<file path="src/rtl/prog_loader_pkg.sv">
// Shared encodings for the program loader: FSM states, target select,
// error bit positions and pointer step sizes.
package prog_loader_pkg;

    typedef logic [1:0] state_t;

    localparam state_t ST_IDLE  = 2'd0;
    localparam state_t ST_LOAD  = 2'd1;
    localparam state_t ST_DRAIN = 2'd2;
    localparam state_t ST_RUN   = 2'd3;

    localparam logic TGT_INST = 1'b0;
    localparam logic TGT_DATA = 1'b1;

    localparam int ERR_MISALIGN = 0;
    localparam int ERR_WRAP     = 1;

    localparam int ISTEP = 1;
    localparam int DSTEP = 4;

    function automatic int max_w(input int a, input int b);
        return (a > b) ? a : b;
    endfunction

endpackage

</file>
<file path="src/rtl/prog_loader_if.sv">
// Valid/ready command stream feeding the loader: one beat per handshake.
interface prog_loader_if #(
    parameter int DATA_W = 32,
    parameter int ADDR_W = 10
);
    logic              cmd_valid;
    logic              cmd_ready;
    logic              cmd_sel;
    logic              cmd_auto;
    logic              cmd_last;
    logic [ADDR_W-1:0] cmd_addr;
    logic [DATA_W-1:0] cmd_data;

    modport master (
        output cmd_valid, cmd_sel, cmd_auto, cmd_last, cmd_addr, cmd_data,
        input  cmd_ready
    );

    modport slave (
        input  cmd_valid, cmd_sel, cmd_auto, cmd_last, cmd_addr, cmd_data,
        output cmd_ready
    );
endinterface

</file>
<file path="src/rtl/loader_ptr.sv">
// Auto-increment address pointer: advances to (base + STEP), where base is
// either the current value or an explicitly loaded address; wraps to 0 on carry.
module loader_ptr #(
    parameter int W    = 10,
    parameter int STEP = 1
) (
    input  logic         clk,
    input  logic         rst,
    input  logic         clear,
    input  logic         load,
    input  logic         advance,
    input  logic [W-1:0] load_value,
    output logic [W-1:0] value,
    output logic         wrap
);
    logic [W-1:0] base;
    logic [W:0]   sum;

    assign base = load ? load_value : value;
    assign sum  = {1'b0, base} + (W+1)'(STEP);
    assign wrap = sum[W];

    // NOTE: sequential state uses non-blocking assignments so every register
    // samples pre-edge values regardless of block ordering.
    always_ff @(posedge clk or negedge rst) begin
        if (!rst)         value <= '0;
        else if (clear)   value <= '0;
        else if (advance) value <= wrap ? '0 : sum[W-1:0];
    end
endmodule

</file>
<file path="src/rtl/prog_loader.sv">
// Boot loader: streams command beats into instruction/data memory, tracks
// checksum/errors/halt sentinel, and holds the core until the last beat lands.
module prog_loader
    import prog_loader_pkg::*;
#(
    parameter int                DATA_W    = 32,
    parameter int                IADDR_W   = 10,
    parameter int                DADDR_W   = 10,
    parameter logic [DATA_W-1:0] HALT_WORD = '1
) (
    input  logic               clk,
    input  logic               rst,
    input  logic               start,
    prog_loader_if.slave       cmd,
    output logic               imem_we,
    output logic [IADDR_W-1:0] imem_addr,
    output logic [DATA_W-1:0]  imem_wdata,
    output logic               dmem_we,
    output logic [DADDR_W-1:0] dmem_addr,
    output logic [DATA_W-1:0]  dmem_wdata,
    output logic               cpu_run,
    output logic               busy,
    output logic               done,
    output logic               halt_seen,
    output logic [1:0]         err,
    output logic [IADDR_W:0]   inst_count,
    output logic [DATA_W-1:0]  checksum
);
    state_t             state;
    logic               accept;
    logic               session_clr;
    logic               is_inst;
    logic               is_data;
    logic               misalign;
    logic [IADDR_W-1:0] iptr;
    logic [DADDR_W-1:0] dptr;
    logic [IADDR_W-1:0] iaddr;
    logic [DADDR_W-1:0] daddr;
    logic               iwrap;
    logic               dwrap;

    assign cmd.cmd_ready = (state == ST_LOAD);
    assign accept        = cmd.cmd_valid & cmd.cmd_ready;
    assign session_clr   = start & ((state == ST_IDLE) | (state == ST_RUN));
    assign is_inst       = accept & (cmd.cmd_sel == TGT_INST);
    assign is_data       = accept & (cmd.cmd_sel == TGT_DATA);
    assign busy          = (state == ST_LOAD) | (state == ST_DRAIN);
    assign cpu_run       = (state == ST_RUN);

    assign iaddr    = cmd.cmd_auto ? iptr : cmd.cmd_addr[IADDR_W-1:0];
    assign daddr    = cmd.cmd_auto ? dptr : cmd.cmd_addr[DADDR_W-1:0];
    assign misalign = (daddr[1:0] != 2'b00);

    loader_ptr #(.W(IADDR_W), .STEP(ISTEP)) u_iptr (
        .clk        (clk),
        .rst        (rst),
        .clear      (session_clr),
        .load       (~cmd.cmd_auto),
        .advance    (is_inst),
        .load_value (cmd.cmd_addr[IADDR_W-1:0]),
        .value      (iptr),
        .wrap       (iwrap)
    );

    loader_ptr #(.W(DADDR_W), .STEP(DSTEP)) u_dptr (
        .clk        (clk),
        .rst        (rst),
        .clear      (session_clr),
        .load       (~cmd.cmd_auto),
        .advance    (is_data),
        .load_value (cmd.cmd_addr[DADDR_W-1:0]),
        .value      (dptr),
        .wrap       (dwrap)
    );

    always_ff @(posedge clk or negedge rst) begin
        if (!rst) begin
            state <= ST_IDLE;
            done  <= 1'b0;
        end else begin
            done <= (state == ST_DRAIN);
            case (state)
                ST_IDLE:  if (start) state <= ST_LOAD;
                ST_LOAD:  if (accept && cmd.cmd_last) state <= ST_DRAIN;
                ST_DRAIN: state <= ST_RUN;
                ST_RUN:   if (start) state <= ST_LOAD;
                default:  state <= ST_IDLE;
            endcase
        end
    end

    // Write ports are registered one cycle behind acceptance; reset drops
    // any write still pending.
    always_ff @(posedge clk or negedge rst) begin
        if (!rst) begin
            imem_we    <= 1'b0;
            imem_addr  <= '0;
            imem_wdata <= '0;
            dmem_we    <= 1'b0;
            dmem_addr  <= '0;
            dmem_wdata <= '0;
        end else begin
            imem_we <= is_inst;
            dmem_we <= is_data & ~misalign;
            if (is_inst) begin
                imem_addr  <= iaddr;
                imem_wdata <= cmd.cmd_data;
            end
            if (is_data) begin
                dmem_addr  <= daddr;
                dmem_wdata <= cmd.cmd_data;
            end
        end
    end

    always_ff @(posedge clk or negedge rst) begin
        if (!rst) begin
            checksum   <= '0;
            inst_count <= '0;
            err        <= '0;
            halt_seen  <= 1'b0;
        end else if (session_clr) begin
            checksum   <= '0;
            inst_count <= '0;
            err        <= '0;
            halt_seen  <= 1'b0;
        end else if (accept) begin
            checksum <= checksum + cmd.cmd_data;
            if (is_inst) begin
                if (inst_count != '1) inst_count <= inst_count + 1'b1;
                if (cmd.cmd_data == HALT_WORD) halt_seen <= 1'b1;
                if (iwrap) err[ERR_WRAP] <= 1'b1;
            end else begin
                if (misalign) err[ERR_MISALIGN] <= 1'b1;
                if (dwrap) err[ERR_WRAP] <= 1'b1;
            end
        end
    end
endmodule
</file>
<file path="src/flat_wrapper.sv">
// flat-port wrapper written by rule: the top's interface ports become plain ports
module prog_loader_flat import prog_loader_pkg::*;
#(
    parameter int                DATA_W    = 32,
    parameter int                IADDR_W   = 10,
    parameter int                DADDR_W   = 10,
    parameter logic [DATA_W-1:0] HALT_WORD = '1
)
  (clk, rst, start, imem_we, imem_addr, imem_wdata, dmem_we, dmem_addr, dmem_wdata, cpu_run, busy, done, halt_seen, err, inst_count, checksum, cmd_cmd_valid, cmd_cmd_sel, cmd_cmd_auto, cmd_cmd_last, cmd_cmd_addr, cmd_cmd_data, cmd_cmd_ready);
  prog_loader_if #(.DATA_W(DATA_W)) cmd_i ();
  input  logic clk;
  input  logic rst;
  input  logic start;
  output logic imem_we;
  output logic [IADDR_W-1:0] imem_addr;
  output logic [DATA_W-1:0] imem_wdata;
  output logic dmem_we;
  output logic [DADDR_W-1:0] dmem_addr;
  output logic [DATA_W-1:0] dmem_wdata;
  output logic cpu_run;
  output logic busy;
  output logic done;
  output logic halt_seen;
  output logic [1:0] err;
  output logic [IADDR_W:0] inst_count;
  output logic [DATA_W-1:0] checksum;
  input wire logic [$bits(cmd_i.cmd_valid)-1:0] cmd_cmd_valid;
  input wire logic [$bits(cmd_i.cmd_sel)-1:0] cmd_cmd_sel;
  input wire logic [$bits(cmd_i.cmd_auto)-1:0] cmd_cmd_auto;
  input wire logic [$bits(cmd_i.cmd_last)-1:0] cmd_cmd_last;
  input wire logic [$bits(cmd_i.cmd_addr)-1:0] cmd_cmd_addr;
  input wire logic [$bits(cmd_i.cmd_data)-1:0] cmd_cmd_data;
  output wire logic [$bits(cmd_i.cmd_ready)-1:0] cmd_cmd_ready;
  assign cmd_i.cmd_valid = cmd_cmd_valid;
  assign cmd_i.cmd_sel = cmd_cmd_sel;
  assign cmd_i.cmd_auto = cmd_cmd_auto;
  assign cmd_i.cmd_last = cmd_cmd_last;
  assign cmd_i.cmd_addr = cmd_cmd_addr;
  assign cmd_i.cmd_data = cmd_cmd_data;
  assign cmd_cmd_ready = cmd_i.cmd_ready;
  prog_loader #(.DATA_W(DATA_W), .IADDR_W(IADDR_W), .DADDR_W(DADDR_W), .HALT_WORD(HALT_WORD)) u_core (.clk(clk), .rst(rst), .start(start), .cmd(cmd_i), .imem_we(imem_we), .imem_addr(imem_addr), .imem_wdata(imem_wdata), .dmem_we(dmem_we), .dmem_addr(dmem_addr), .dmem_wdata(dmem_wdata), .cpu_run(cpu_run), .busy(busy), .done(done), .halt_seen(halt_seen), .err(err), .inst_count(inst_count), .checksum(checksum));
endmodule
</file>
<file path="config.mk">
export PLATFORM = sky130hd
export DESIGN_NAME = prog_loader_flat
export DESIGN_NICKNAME = d
export VERILOG_FILES = /design/src/rtl/prog_loader_pkg.sv /design/src/rtl/prog_loader_if.sv /design/src/rtl/loader_ptr.sv /design/src/rtl/prog_loader.sv /design/src/flat_wrapper.sv
export SDC_FILE = /design/constraint.sdc
export NUM_CORES = 1
export LEC_CHECK = 0
export CORE_MARGIN = 2
export CORE_UTILIZATION = 40
export DETAILED_ROUTE_END_ITERATION = 6
export PLACE_DENSITY = 0.65
export SLEW_MARGIN = 40
export SYNTH_ARGS = -nofsm -noshare
export SYNTH_HDL_FRONTEND = slang
export SYNTH_HIERARCHICAL = 1
export SYNTH_SLANG_ARGS = --single-unit
</file>
<file path="constraint.sdc">
create_clock -name clk -period 5.75 [get_ports clk]
set_clock_uncertainty 0.2 [all_clocks]
set_input_delay 1.15 -clock clk [delete_from_list [all_inputs] [get_ports clk]]
set_output_delay 1.15 -clock clk [all_outputs]
set_load 0.05 [all_outputs]
</file>
### After elaboration in Yosys (flattened, before gate mapping)

Cells that the tools add are included.

| storage, ports and cells | value |
|---|---|
| bits of input ports | 49 |
| output and inout port bits | 136 |
| register bits | 155 |

| operators by class | value |
|---|---|
| bitwise logic cells | 9 |
| multiplexer cells | 28 |
| equal/unequal tests | 9 |
| reduce and logical (&&, ||, !) cells | 16 |
| $add $sub $neg | 4 |

Operators by type and width:

| cell | number |
|---|---|
| $mux 10 | 8 |
| $mux 32 | 2 |
| $mux 11 | 4 |
| $add 32x32->32 | 1 |
| $eq 32x32->1 const B | 1 |
| $reduce_bool 2->1 | 7 |
| $reduce_and 3->1 | 4 |
| $add 10x1->11 const B | 1 |
| $add 10x3->11 const B | 1 |
| $add 11x1->11 const B | 1 |
| $ne 11x11->1 const B | 1 |
| $mux 1 | 9 |
| $mux 2 | 4 |
| $pmux 2 s3 | 1 |
| $and 1x1->1 | 5 |
| $eq 2x2->1 const B | 2 |
| $ne 2x1->1 const B | 2 |
| $ne 3x2->1 const B | 1 |
| $reduce_bool 3->1 | 1 |
| $eq 2x1->1 const B | 1 |
| $logic_not 2->1 | 1 |
| $ne 2x2->1 const B | 1 |
| $not 1->1 | 2 |
| $or 1x1->1 | 2 |
| other kinds (3) | 3 |

### Depth between registers and ports, before layout

| logic depth | value |
|---|---|
| depth after elaboration | 6 |
| gate-level depth with buffers | 14 |
| mapped depth without buffers | 10 |

### Cells and area by module

Netlist, hierarchy kept.

By module, submodules not included:

| module | times used | cells each | sequential area each (um^2) | area each (um^2) |
|---|---|---|---|---|
| prog_loader | 1 | 688 | 3378.2 | 7179.4 |
| loader_ptr (u_core.u_iptr) | 1 | 92 | 250.2 | 829.5 |
| loader_ptr (u_core.u_dptr) | 1 | 93 | 250.2 | 787.0 |

### Worst setup path after synthesis

No wires, ideal clock.

| timing | value |
|---|---|
| path kind | input to register |
| start | in cmd_cmd_auto |
| end | reg u_core.err[1] |
| required time | 5.418 ns |
| path slack | 1.793 ns |
| buffers on the path | 5 |
| setup time | 0.132 ns |
| data arrival time | 3.625 ns |
| stages | 14 |
| cell sequence | clkbuf_1 -> buf_1 -> inv_1 -> buf_2 -> buf_2 -> mux2_2 -> ha_1 -> nand4b_1 -> a21o_1 -> buf_4 -> nor2_1 -> mux2_2 -> a21oi_1 -> nor2_1 |

| between the ends | value |
|---|---|
| word-level cells in the longest chain between the ends | 4 |
| elaborated cells between the ends (all ways) | 7 |

RTL lines:

| what | line | RTL |
|---|---|---|
| from (decl) | flat_wrapper.sv:29 | `input wire logic [$bits(cmd_i.cmd_auto)-1:0] cmd_cmd_auto;` |
| $mux 10 | loader_ptr.sv:19 | `assign base = load ? load_value : value;` |
| $add 10x3->11 | loader_ptr.sv:20 | `assign sum = {1'b0, base} + (W+1)'(STEP);` |
| net u_core.dwrap | prog_loader.sv:40 | `logic dwrap;` |
| $reduce_bool 3->1 (no source line) | -- |  |
| $reduce_and 3->1 (no source line) | -- |  |
| to (signal assigned) | prog_loader.sv:120 | `err <= '0;` |
| to (signal assigned) | prog_loader.sv:125 | `err <= '0;` |
| to (signal, indexed assignment) | prog_loader.sv:132 | `if (iwrap) err[ERR_WRAP] <= 1'b1;` |
| to (decl) | prog_loader.sv:25 | `output logic [1:0] err,` |

The timed path passes the listed nets, and every way through them passes these cells.
A chain may end at the register's enable or synchronous reset.

### Worst setup path after layout

| timing | value |
|---|---|
| start | in cmd_cmd_data[0] |
| end | reg u_core.checksum[28] |

| between the ends | value |
|---|---|
| word-level cells in the longest chain between the ends | 3 |

RTL lines:

| what | line | RTL |
|---|---|---|
| from (decl) | flat_wrapper.sv:32 | `input wire logic [$bits(cmd_i.cmd_data)-1:0] cmd_cmd_data;` |
| $add 32x32->32 | prog_loader.sv:128 | `checksum <= checksum + cmd.cmd_data;` |
| $mux 32 | prog_loader.sv:127 | `end else if (accept) begin` |
| $mux 32 | prog_loader.sv:122 | `end else if (session_clr) begin` |
| to (signal assigned) | prog_loader.sv:128 |  |
| to (decl) | prog_loader.sv:27 | `output logic [DATA_W-1:0] checksum` |

Every way passes these cells. The select of a mux whose other input is x is not followed.

==> flow_metrics.env <==
export IMPL_viasPerCell=5.60
export IMPL_wl_um=25000
export IMPL_htreeDepth=4
export IMPL_firstDrtPassIters=5
export IMPL_rr_endpoint="u_core/checksum[11]"
export IMPL_antenna_cells=0
export IMPL_yosys_cell_types_count=88
export IMPL_hold_class="register to register"
export IMPL_reg2reg_slack_ns=2.64
export IMPL_grt_max_degree=83
export IMPL_die_h_um=152
export IMPL_io_buffers=184
export IMPL_syn_to_final_growth_pct=30.4
export IMPL_via_count=7519
export IMPL_crit_path_start_kind="primary input"
export IMPL_core_area_um2=21700
export IMPL_slew_headroom_pct=50.6
export IMPL_synth_edf_count=0
export IMPL_worst_setup_path_type="primary input to register"
export IMPL_drv_cap=0
export IMPL_synth_cells=873
export IMPL_syn_avg_cell_area_um2=10.1
export IMPL_finalCriticalPeriod_ns=3.89
export IMPL_regArea_um2=3880
export IMPL_holdPathStages=2
export IMPL_fmax_ghz=0.257
export IMPL_crit_required_ns=5.87
export IMPL_wl_per_cell_um=18.6
export IMPL_ctsLongestPathBuffers=2
export IMPL_status="finished, final reports clean"
export IMPL_yosysWarnings=6
export IMPL_grt_pass1_vias=7414
export IMPL_grt_pass1_wl_um=40700
export IMPL_setup_violations=0
export IMPL_dieArea_um2=23200
export IMPL_synthesis_area_um2=8800
export IMPL_hold_start="u_core/imem_addr[9]"
export IMPL_clock_latency_ns=0.43
export IMPL_seq_area_frac_synth_pct=44.1
export IMPL_hold_buffers=0
export IMPL_cts_tree="yes"
export IMPL_dp_hpwl_um=17700
export IMPL_synth_most_common_cell="dfrtp_1"
export IMPL_dp_cells=1310
export IMPL_multiInputGateArea_um2=4670
export IMPL_final_cells=1342
export IMPL_setup_ws_ns=1.86
export IMPL_setup_tns_ns=0
export IMPL_synthTopCellsByArea="dfrtp_1, mux2_2, ha_1"
export IMPL_tightest_slew_ns=0.739
export IMPL_min_to="u_core/imem_addr[9]"
export IMPL_synthFlopType="dfrtp_1"
export IMPL_cts_inserted_buffers=17
export IMPL_clock_sink_count=155
export IMPL_synthTopCellsByCount="dfrtp_1, nand2_1, a21oi_1, mux2_2, nor2_1"
export IMPL_hold_violations=0
export IMPL_grt_usage_pct=21.6
export IMPL_p_leak_nw=4.86
export IMPL_drive_gt1_share_pct=13.4
export IMPL_arrival_ns=4.00
export IMPL_synth_seq_cells=155
export IMPL_rsz0062_at_grt="false"
export IMPL_synth_top_area_share_pct=44.1
export IMPL_root_buffer="clkbuf_16"
export IMPL_preCtsSetupSlack_ns=1.24
export IMPL_ant_nets=0
export IMPL_peakVddDrop_mv=0.393
export IMPL_slew_viol_final=0
export IMPL_worstPathMaxFanout=5
export IMPL_fin_hold_ws_ns=0.280
export IMPL_ff2ff_path_depth=7
export IMPL_drt_iter0_drc=652
export IMPL_rows=54
export IMPL_post_cts_buffers=0
export IMPL_postSynthNetCount=961
export IMPL_p_per_area_nw_per_um2=582
export IMPL_cts_reportedPaths_clkPinSlew_ns=0.07
export IMPL_total_power_mw=6.68
export IMPL_fillers=1996
export IMPL_place_gp_congestion=0.866
export IMPL_ios=185
export IMPL_overflow=0
export IMPL_async_flop_share_pct=100
export IMPL_layout_nets=1137
export IMPL_regToRegStartpoint="u_core/state[0]"
export IMPL_yosysTopAreaCell="dfrtp_1"
export IMPL_cts_resized_gates=0
export IMPL_grt_antenna_before_repair=0
export IMPL_worstSetupEndpointType="register"
export IMPL_fp_dieW_um=152
export IMPL_final_period_utilization_pct=67.6
export IMPL_initial_core_util_pct=40.6
export IMPL_route_detailed_drc=0
per-stage QoR:
| step | utilization, % | cell area (um2) |
|---|---|---|
| 4_1_cts | 52.9 | 11500 |
| 3_5_place_dp | 50.2 | 10900 |
| 6_report | 52.9 | 11500 |
| 2_1_floorplan | - | 8800 |
| 5_1_grt | 52.9 | 11500 |
| 3_3_place_gp | 50.2 | 10900 |
flip-flops by register name, summed over array words and instances, names as in the netlist:
| register | cells |
|---|---|
| u_core/checksum | 32 |
| u_core/dmem_wdata | 32 |
| u_core/imem_wdata | 32 |
| u_core/inst_count | 11 |
| u_core/dmem_addr | 10 |
| u_core/imem_addr | 10 |
| u_core/u_dptr/value | 10 |
| u_core/u_iptr/value | 10 |
| u_core/err | 2 |
| u_core/state | 2 |
| u_core/dmem_we | 1 |
| u_core/done | 1 |
| u_core/halt_seen | 1 |
| u_core/imem_we | 1 |
layout make-up:
class	instances	share of cell area, %
clock inverters	15	1.34
clock buffers	17	3.71
inverters	20	0.655
flip-flops and latches	155	33.8
well taps	280	3.05
multi-input cells	662	40.7
repair buffers	193	16.7
cell usage in the layout, fill, tap and decap left out, types with 18 or more instances in the layout:
cell type / Yosys / layout
clkdlybuf4s50_1: 0 / 183
dfrtp_1: 155 / 155
nand2_1: 91 / 91
a21oi_1: 81 / 81
mux2_2: 71 / 71
nor2_1: 53 / 53
o21ai_0: 51 / 51
ha_1: 38 / 38
xnor2_1: 23 / 23
nand3_1: 21 / 21
a21o_1: 18 / 18
worst max-delay path: stages:
cell and delay (ns):
clkdlybuf4s50_1 0.48, ha_1 0.26, fa_1 0.44, a211oi_2 0.31, o21ai_2 0.15, a311oi_4 0.44
o2111ai_2 0.23, a311oi_2 0.26, xnor2_1 0.09, a22o_1 0.19
report_power, final:
group          leakage (nW)  internal [mW]  switching, mW  total (mW)
sequential             1.98           1.51          0.294        1.81
clock                 0.281          0.614          0.519        1.13
combinational          2.60           1.32           2.42        3.74
total                  4.86           3.45           3.23        6.68
layer usage:
layer	track usage (%)	share of wire (%)	routed length [um]	vias to the layer above
met3	5.75	6.8	1700	40
met2	32.8	45	11200	271
met5	0	0	0	-
met4	6.63	2.1	518	0
li1	-	-	-	3539
met1	30.4	46	11600	3669
worst max path at each step:
stage | start | to | slack [ns] | cells after the start
6_report | cmd_cmd_data[0] | u_core/checksum[28] | 1.86 | 10
5_1_grt | cmd_cmd_data[0] | u_core/checksum[28] | 1.74 | 10
4_1_cts | cmd_cmd_auto | u_core/err[1] | 1.68 | 11
2_1_floorplan | cmd_cmd_auto | u_core/err[1] | 1.79 | 14
3_5_place_dp | cmd_cmd_auto | u_core/err[1] | 1.24 | 11
3_3_place_gp | cmd_cmd_auto | u_core/err[1] | 1.29 | 11
logic make-up after synthesis:
| family | after synthesis | share of synthesized area, % |
|---|---|---|
| multiplexers | 81 | 10.2 |
| flip-flops | 155 | 44.1 |
| adder cells (fa/ha/maj) | 39 | 5.63 |
| AO/OA/AOI/OAI | 240 | 18.2 |
| buffers and inverters | 56 | 2.77 |
| XOR/XNOR | 40 | 3.98 |
| AND/OR/NAND/NOR | 262 | 15.0 |
Power figures use the tool's default switching activity.
